<file path="src/rtl/router_fifo.sv">
// router_fifo: per-port output FIFO of the 1x3 router.
// Stores DATA_W-bit bytes plus a header tag bit. The read side tracks the
// remaining bytes of the current packet in pkt_count so that data_out can
// go idle between packets.
// Optional build macro: ROUTER_FIFO_TRISTATE_EN. When it is defined,
// data_out floats to high impedance while idle. When it is undefined,
// data_out drives zero while idle.
module router_fifo #(
    parameter int DEPTH  = 16,
    parameter int DATA_W = 8,
    parameter int ADDR_W = $clog2(DEPTH)
) (
    input  logic              clock,
    input  logic              resetn,
    input  logic              soft_reset,
    input  logic              write_enb,
    input  logic              read_enb,
    input  logic              lfd_state,
    input  logic [DATA_W-1:0] data_in,
    output logic [DATA_W-1:0] data_out,
    output logic              full,
    output logic              empty
);

    localparam int PKT_W = 6;
    localparam logic [ADDR_W:0] PTR_ONE = {{ADDR_W{1'b0}}, 1'b1};
    localparam logic [PKT_W-1:0] PKT_ONE = {{(PKT_W-1){1'b0}}, 1'b1};

    logic [DATA_W:0]   mem_q [DEPTH];
    logic [ADDR_W:0]   wr_ptr_q, wr_ptr_d;
    logic [ADDR_W:0]   rd_ptr_q, rd_ptr_d;
    logic [PKT_W-1:0]  pkt_count_q, pkt_count_d;
    logic [DATA_W-1:0] data_q, data_d;
    logic [DATA_W:0]   rd_word;
    logic              wr_acc;
    logic              rd_acc;
`ifdef ROUTER_FIFO_TRISTATE_EN
    logic              oe_q, oe_d;
`endif

    // Flags come straight from the pointers; the MSB is the wrap bit.
    always_comb begin
        empty   = (wr_ptr_q == rd_ptr_q);
        full    = (wr_ptr_q[ADDR_W-1:0] == rd_ptr_q[ADDR_W-1:0]) &&
                  (wr_ptr_q[ADDR_W] != rd_ptr_q[ADDR_W]);
        wr_acc  = write_enb && !full;
        rd_acc  = read_enb && !empty;
        rd_word = mem_q[rd_ptr_q[ADDR_W-1:0]];
    end

    // Next-state for pointers, packet counter and read data; flush wins.
    always_comb begin
        wr_ptr_d    = wr_ptr_q;
        rd_ptr_d    = rd_ptr_q;
        pkt_count_d = pkt_count_q;
        data_d      = data_q;
`ifdef ROUTER_FIFO_TRISTATE_EN
        oe_d        = oe_q;
`endif
        if (soft_reset) begin
            wr_ptr_d    = '0;
            rd_ptr_d    = '0;
            pkt_count_d = '0;
            data_d      = '0;
`ifdef ROUTER_FIFO_TRISTATE_EN
            oe_d        = 1'b1;
`endif
        end else begin
            if (wr_acc) begin
                wr_ptr_d = wr_ptr_q + PTR_ONE;
            end
            if (rd_acc) begin
                rd_ptr_d = rd_ptr_q + PTR_ONE;
                data_d   = rd_word[DATA_W-1:0];
`ifdef ROUTER_FIFO_TRISTATE_EN
                oe_d     = 1'b1;
`endif
                // Header byte carries payload length in its upper six bits;
                // +1 accounts for the trailing parity byte.
                if (rd_word[DATA_W]) begin
                    pkt_count_d = rd_word[DATA_W-1 -: PKT_W] + PKT_ONE;
                end else if (pkt_count_q != '0) begin
                    pkt_count_d = pkt_count_q - PKT_ONE;
                end
            end else if (pkt_count_q == '0) begin
`ifdef ROUTER_FIFO_TRISTATE_EN
                oe_d   = 1'b0;
`else
                data_d = '0;
`endif
            end
        end
    end

    // Control and read-data registers with asynchronous clear.
    always_ff @(posedge clock or negedge resetn) begin
        if (!resetn) begin
            wr_ptr_q    <= '0;
            rd_ptr_q    <= '0;
            pkt_count_q <= '0;
            data_q      <= '0;
`ifdef ROUTER_FIFO_TRISTATE_EN
            oe_q        <= 1'b1;
`endif
        end else begin
            wr_ptr_q    <= wr_ptr_d;
            rd_ptr_q    <= rd_ptr_d;
            pkt_count_q <= pkt_count_d;
            data_q      <= data_d;
`ifdef ROUTER_FIFO_TRISTATE_EN
            oe_q        <= oe_d;
`endif
        end
    end

    // Storage array; cleared on either reset, written when not full.
    always_ff @(posedge clock or negedge resetn) begin
        if (!resetn) begin
            for (int i = 0; i < DEPTH; i++) begin
                mem_q[i] <= '0;
            end
        end else if (soft_reset) begin
            for (int i = 0; i < DEPTH; i++) begin
                mem_q[i] <= '0;
            end
        end else if (wr_acc) begin
            mem_q[wr_ptr_q[ADDR_W-1:0]] <= {lfd_state, data_in};
        end
    end

`ifdef ROUTER_FIFO_TRISTATE_EN
    assign data_out = oe_q ? data_q : {DATA_W{1'bz}};
`else
    assign data_out = data_q;
`endif

endmodule

</file>
<file path="config.mk">
export PLATFORM = sky130hd
export DESIGN_NAME = router_fifo
export DESIGN_NICKNAME = d
export VERILOG_FILES = /design/src/rtl/router_fifo.sv
export SDC_FILE = /design/constraint.sdc
export NUM_CORES = 1
export LEC_CHECK = 0
export BUFFER_PORTS_ARGS = -buffer_cell sky130_fd_sc_hd__buf_2
export CORE_MARGIN = 2
export CORE_UTILIZATION = 65
export DETAILED_ROUTE_END_ITERATION = 12
export GPL_TIMING_DRIVEN = 0
export PLACE_DENSITY = 0.81
export SLEW_MARGIN = 30
export SYNTH_ARGS = -nofsm -noshare
export SYNTH_HDL_FRONTEND = slang
export SYNTH_SLANG_ARGS = --single-unit
</file>
<file path="constraint.sdc">
create_clock -name clock -period 4.1 [get_ports clock]
set_clock_uncertainty 0.2 [all_clocks]
set_input_delay 0 -clock clock [delete_from_list [all_inputs] [get_ports clock]]
set_output_delay 0 -clock clock [all_outputs]
set_load 0.05 [all_outputs]
</file>
==> results.json, run 1 <==
{
  "status": "finished, final reports clean",
  "reg2reg_setup_slack_ns": 0.63,
  "post-route-drc-count": 0,
  "clockBufferDepth": 2,
  "layout_common_cells": "dfrtp_1, nor2_1, mux2i_1",
  "finalCritPeriodShare_pct": 84.7,
  "synth_warnings": 0,
  "seqCellArea_um2": 4200,
  "ys_ff_latch": 168,
  "maxSlewHeadroom_pct": 52.4,
  "vias": 6198,
  "critical-path-slowest-cell": "buf_1",
  "post-cts-setup-buffers": 0,
  "root_buffer": "clkbuf_16",
  "irDropWorstVdd_mv": 0.337,
  "routabilityCongestion": 0.953,
  "fin_total_pwr_mw": 4.15,
  "drive_gt1_share_pct": 16.5,
  "clkSlewWorstSetupHoldPaths_ns": 0.06,
  "antenna_cells": 0,
  "syn_inst": 717,
  "cpPeakStageDelay_ns": 0.59,
  "setup_tns_ns": 0,
  "avgRoutedWirePerCell_um": 23.7,
  "setup_viol": 0,
  "cp-end-kind": "flop",
  "synth_largest_area_cell": "dfrtp_1",
  "num-fill-cells": 816,
  "numCtsBuffers": 17,
  "avgViaCountPerCell": 6.46,
  "cts_tree": "done",
  "htreeDepth": 4,
  "hold_ws_ns": 0.260,
  "hold_viol": 0,
  "grt_pass1_vias": 6638,
  "port_buffers": 22,
  "max_freq_mhz": 288,
  "multi_input_area_um2": 3920,
  "ys_types": 47,
  "drv_slew": 0,
  "min-delay-start": "data_in[7]",
  "rows": 41,
  "ff2ff_path_depth": 10,
  "dieArea_um2": 13900,
  "grtUsageTotal_pct": 35.0,
  "synth_area_leaders": "dfrtp_1, mux2i_1, mux4_2, nor2_1, buf_2",
  "post-route-min-period_ns": 3.47,
  "p_leak_nw": 5.20,
  "ant_nets": 0,
  "netlist_area_um2": 8440,
  "powerDensity_nw_per_um2": 433,
  "crit_top_cell": "nor2_1",
  "drt_iter0_drc": 594,
  "final_common_cell": "dfrtp_1",
  "antenna_found_initial": 1,
  "rsz0062_at_grt": "no",
  "die_h_um": 118,
  "cts_sinks": 168,
  "crit_chain": "buf_2 > buf_1 > mux4_2 > o22ai_1 > nor2_1 > ha_1 > o2111ai_2 > xor2_1 > nor2_1 > a221o_1",
  "reg2reg_from": "rd_ptr_q[1]",
  "post-route-cell-area_um2": 9570,
  "initial_core_util_pct": 66.6,
  "place_area_um2": 8800,
  "yosysSeqAreaShare_pct": 49.8,
  "syn_to_final_growth_pct": 13.5,
  "syn-num-nets": 739,
  "drv_cap": 0,
  "fp.coreArea_um2": 12700,
  "hold_path.class": "in -> reg",
  "startpoint_type": "flop",
  "fin_util_pct": 75.5,
  "r2r-end": "pkt_count_q[4]",
  "cp.arrival_ns": 3.59,
  "overflow": 0,
  "synth_top_cell_area_share_pct": 49.8,
  "grt_max_degree": 92,
  "io-pin-count": 24,
  "worst-slew-pin-transition_ns": 0.708,
  "nets": 796,
  "min_to": "mem_q[133]",
  "crit_path_max_fanout": 10,
  "worst_ep_required_time_ns": 4.22,
  "grt_first_pass_wirelength_um": 36500,
  "synth_area_per_cell_um2": 11.8,
  "dp_hpwl_um": 14900,
  "holdPathStages": 4,
  "fp.dieW_um": 118,
  "crit_type": "reg -> reg",
  "worst_skew_pair.late_latency_ns": 0.44,
  "dr.pass1.iters": 5,
  "wl_um": 22700
}
==> worst max path at each step <==
stage	endpoint	startpoint	slack [ns]
final	pkt_count_q[4]	rd_ptr_q[1]	0.63
after global routing	pkt_count_q[4]	rd_ptr_q[1]	0.50
after CTS	pkt_count_q[4]	rd_ptr_q[1]	0.69
after detailed placement	pkt_count_q[4]	rd_ptr_q[1]	0.72
after global placement	mem_q[48]	resetn	0.43
after floorplan	pkt_count_q[1]	rd_ptr_q[0]	1.39
==> final cells by class <==
cell class | instances | area share [%]
Clock inverter | 12 | 1.44
Clock buffer | 20 | 4.88
Inverter | 6 | 0.235
Multi-Input combinational cell | 481 | 41.0
Buffer | 62 | 3.01
Timing Repair Buffer | 38 | 3.29
Sequential cell | 168 | 43.9
Tap cell | 172 | 2.25
==> report_power, final <==
part / internal (mW) / switching (mW) / total (mW)
clock network: 0.953 / 0.695 / 1.65
logic: 0.288 / 0.462 / 0.751
registers: 1.70 / 0.0489 / 1.75
==> synth_stat cells, drive strengths merged <==
master / n
ha: 8
o22a: 1
nand2: 10
mux4: 40
nand2b: 6
o32a: 1
a22oi: 1
o22ai: 7
a2111oi: 2
nand3b: 1
a21oi: 1
o21ai: 5
o211ai: 2
o31ai: 1
nor3: 3
a22o: 8
or4: 1
or2: 3
xnor2: 10
mux2: 2
a221o: 1
o21a: 5
nor2: 167
xor2: 9
dfrtp: 168
nand3: 17
nor4: 4
a311o: 1
or3: 2
nand4: 10
mux2i: 145
buf: 31
clkbuf: 31
inv: 6
or3b: 1
o2111ai: 2
nor2b: 3
a21o: 1
==> state kept, by name (all words and copies together) (netlist names) <==
| register | flops |
|---|---|
| mem_q | 144 |
| data_out | 8 |
| pkt_count_q | 6 |
| wr_ptr_q | 5 |
| rd_ptr_q | 5 |
==> timing repair <==
item | CTS | global route
resized for setup | 0 | 0
setup endpoints to repair | 0 | 0
hold buffers | 15 | 0
endpoints found under the hold margin | 234 | 0
==> worst max-delay path: cells and delay by family (launching register included) <==
family / cells / cell delay [ns]
AO/OA/AOI/OAI: 3 / 0.45
XOR/XNOR: 1 / 0.17
adder cells (fa/ha/maj): 1 / 0.30
buffers and inverters: 2 / 0.94
flip-flops: 1 / 0.45
multiplexers: 1 / 0.36
AND/OR/NAND/NOR: 2 / 0.47
==> cell families (layout without fill, tap and decap cells) <==
group                    after synthesis  count (layout)  share of synthesized area (%)
AND/OR/NAND/NOR                      228             228                           11.5
multiplexers                         187             187                           28.2
flip-flops                           168             168                           49.8
buffers and inverters                 68             138                           3.68
AO/OA/AOI/OAI                         39              39                           3.62
XOR/XNOR                              19              19                           1.97
adder cells (fa/ha/maj)                8               8                           1.19
==> metrics by stage <==
step | std cells | setup slack [ns]
after floorplan | 717 | 1.39
after global placement | 911 | 0.431
after detailed placement | 912 | 0.720
after CTS | 959 | 0.688
after global routing | 959 | 0.503
final | 959 | 0.628
==> per-layer routing <==
metal | track usage [%] | vias up | wire length (um)
li1 | - | 2649 | -
met1 | 43.2 | 3197 | 8850
met2 | 57.7 | 285 | 11300
met3 | 8.43 | 65 | 1640
met4 | 17.9 | 2 | 882
met5 | 0 | - | 14
Power figures use the tool's default switching activity.
==> run 2: changes to the inputs <==
--- a/config.mk
+++ b/config.mk
@@ -7,10 +7,10 @@
 export LEC_CHECK = 0
 export BUFFER_PORTS_ARGS = -buffer_cell sky130_fd_sc_hd__buf_2
 export CORE_MARGIN = 2
-export CORE_UTILIZATION = 65
+export CORE_UTILIZATION = 56
 export DETAILED_ROUTE_END_ITERATION = 12
 export GPL_TIMING_DRIVEN = 0
-export PLACE_DENSITY = 0.81
+export PLACE_DENSITY = 0.74
 export SLEW_MARGIN = 30
 export SYNTH_ARGS = -nofsm -noshare
 export SYNTH_HDL_FRONTEND = slang
==> constraint.sdc (replaced) <==
create_clock -name clock -period 3.09 [get_ports clock]
set_clock_uncertainty 0.2 [all_clocks]
set_input_delay 0 -clock clock [delete_from_list [all_inputs] [get_ports clock]]
set_output_delay 0 -clock clock [all_outputs]
set_load 0.05 [all_outputs]
==> run 2 against run 1 <==
  * Fmax grew 16%
  * Die area is 15% higher
  * Final cell count up 1.4%
  * Final area up 0.78%
  * Sequential share of layout area shrank 0.33 points
  * Worst hold slack got worse by 0.0022 ns
  * Critical path type unchanged
  * Critical endpoint is now pkt_count_q[1]
==> results.json, run 2 (synthesized netlist as in run 1, its figures left out) <==
{
  "largest_reg_flops": 144,
  "place_ws_ns": -0.293,
  "fin_total_pwr_mw": 5.53,
  "num-fill-cells": 1097,
  "vias": 6069,
  "drt_iter0_drc": 618,
  "die_h_um": 127,
  "grtUsageTotal_pct": 29.7,
  "post-route-drc-count": 0,
  "clkSlewWorstSetupHoldPaths_ns": 0.07,
  "finalCritPeriodShare_pct": 97.3,
  "status": "finished, final reports clean",
  "rsz0062_at_grt": "no",
  "critPathLaunch": "rd_ptr_q[0]",
  "max_freq_mhz": 333,
  "reg2reg_setup_slack_ns": 0.08,
  "root_buffer": "clkbuf_16",
  "overflow": 0,
  "setup.worst_path.end": "pkt_count_q[1]",
  "numCtsBuffers": 17,
  "ant_nets": 0,
  "initial_core_util_pct": 57.6,
  "maxSlewHeadroom_pct": 44.8,
  "startpoint_type": "flop",
  "dp_hpwl_um": 15100,
  "hold_viol": 0,
  "syn_to_final_growth_pct": 14.3,
  "htreeDepth": 4,
  "hold_ws_ns": 0.258,
  "drive_gt1_share_pct": 17.4,
  "avgViaCountPerCell": 6.24,
  "post-route-cell-area_um2": 9650,
  "fp.coreArea_um2": 14600,
  "worst-slew-pin-transition_ns": 0.820,
  "setup_viol": 0,
  "final_common_cell": "dfrtp_1",
  "crit_type": "reg -> reg",
  "r2r-end": "pkt_count_q[1]",
  "antenna_found_initial": 0,
  "fp.dieW_um": 127,
  "drv_cap": 0,
  "port_buffers": 22,
  "cp-end-kind": "flop",
  "cp.arrival_ns": 3.10,
  "grt_max_degree": 74,
  "avgRoutedWirePerCell_um": 22.7,
  "setup_tns_ns": 0,
  "io-pin-count": 24,
  "wl_um": 22000,
  "post-route-min-period_ns": 3.01,
  "multi_input_area_um2": 3940,
  "powerDensity_nw_per_um2": 574,
  "grt_pass1_vias": 6335,
  "irDropWorstVdd_mv": 0.425,
  "reg2reg_from": "rd_ptr_q[0]",
  "clockBufferDepth": 2,
  "antenna_cells": 0,
  "seqCellArea_um2": 4210,
  "p_leak_nw": 5.22,
  "cts_tree": "done",
  "worst_ep_required_time_ns": 3.19,
  "worst_skew_pair.late_latency_ns": 0.44,
  "place_area_um2": 8840,
  "drv_slew": 0,
  "crit_path_max_fanout": 10,
  "grt_first_pass_wirelength_um": 35700,
  "routabilityCongestion": 0.909,
  "cts_sinks": 168,
  "rows": 44,
  "layout_common_cells": "dfrtp_1, nor2_1, mux2i_1",
  "regMostFlops": "mem_q",
  "dr.pass1.iters": 5,
  "dieArea_um2": 16100,
  "ff2ff_path_depth": 9,
  "nets": 797,
  "hold_path.class": "in -> reg",
  "setup_slack_ns": 0.0847
}
run 2: cell count changes in the layout (fill, tap and decap cells not counted), sizes merged:
cell | before | now
buf | 55 | 51
clkinvlp | 1 | 3
inv | 9 | 13
clkbuf | 51 | 55
clkinv | 6 | 1
run 2: power breakdown:
part | switching, mW | internal [mW] | total (mW)
clock network | 0.942 | 1.26 | 2.20
registers | 0.0652 | 2.26 | 2.32
logic | 0.620 | 0.394 | 1.01
run 2: stage by stage:
stage                     utilization, %  instances
after floorplan                        -        717
after global placement              59.9        923
after detailed placement            60.4        925
after CTS                           65.7        973
after global routing                65.9        972
final                               65.9        972
run 2: worst min path at each step:
stage               slack, ns     endpoint        from  cells after the start
floorplan               -0.50  data_out[0]      resetn                      0
finish                   0.26   mem_q[105]  data_in[6]                      4
global route             0.28   mem_q[128]  data_in[2]                      4
global placement         0.14    mem_q[44]   lfd_state                      3
detailed placement      -0.30    mem_q[98]      resetn                      1
CTS                      0.24     mem_q[0]  data_in[0]                      4
run 2: worst max-delay path, stage by stage, from the launching register on:
cell and delay, ns:
dfrtp_2 0.44, buf_6 0.22, buf_8 0.21, mux4_2 0.55
o22ai_2 0.26, nor2_2 0.13, ha_1 0.29, mux2_1 0.30
a22oi_1 0.19, nor2_1 0.06
run 2: cell type report:
type                    instances  share of cell area, %
clock buffers                  19                   4.70
repair buffers                 40                   3.55
plain buffers                  61                   3.15
clock inverters                13                   1.60
inverters                       6                  0.233
multi-input cells             481                   40.8
flip-flops and latches        168                   43.6
well taps                     184                   2.39
run 2: what timing repair did:
action	4_1_cts	5_1_grt
endpoints found under the setup margin	3	28
hold buffers	15	0
endpoints found under the hold margin	240	0
resized for setup	4	8
gates cloned	0	0
buffers inserted	1	0
pin swaps	1	0
run 2: per-layer routing:
metal | up-vias | part of all wire [%] | routed length (um) | global-route usage, %
met3 | 61 | 6.9 | 1510 | 7.51
met5 | - | 0 | 0 | 0
met4 | 0 | 4.3 | 940 | 14.5
met1 | 3087 | 41 | 9010 | 38.9
li1 | 2651 | - | - | -
met2 | 270 | 48 | 10600 | 46.8
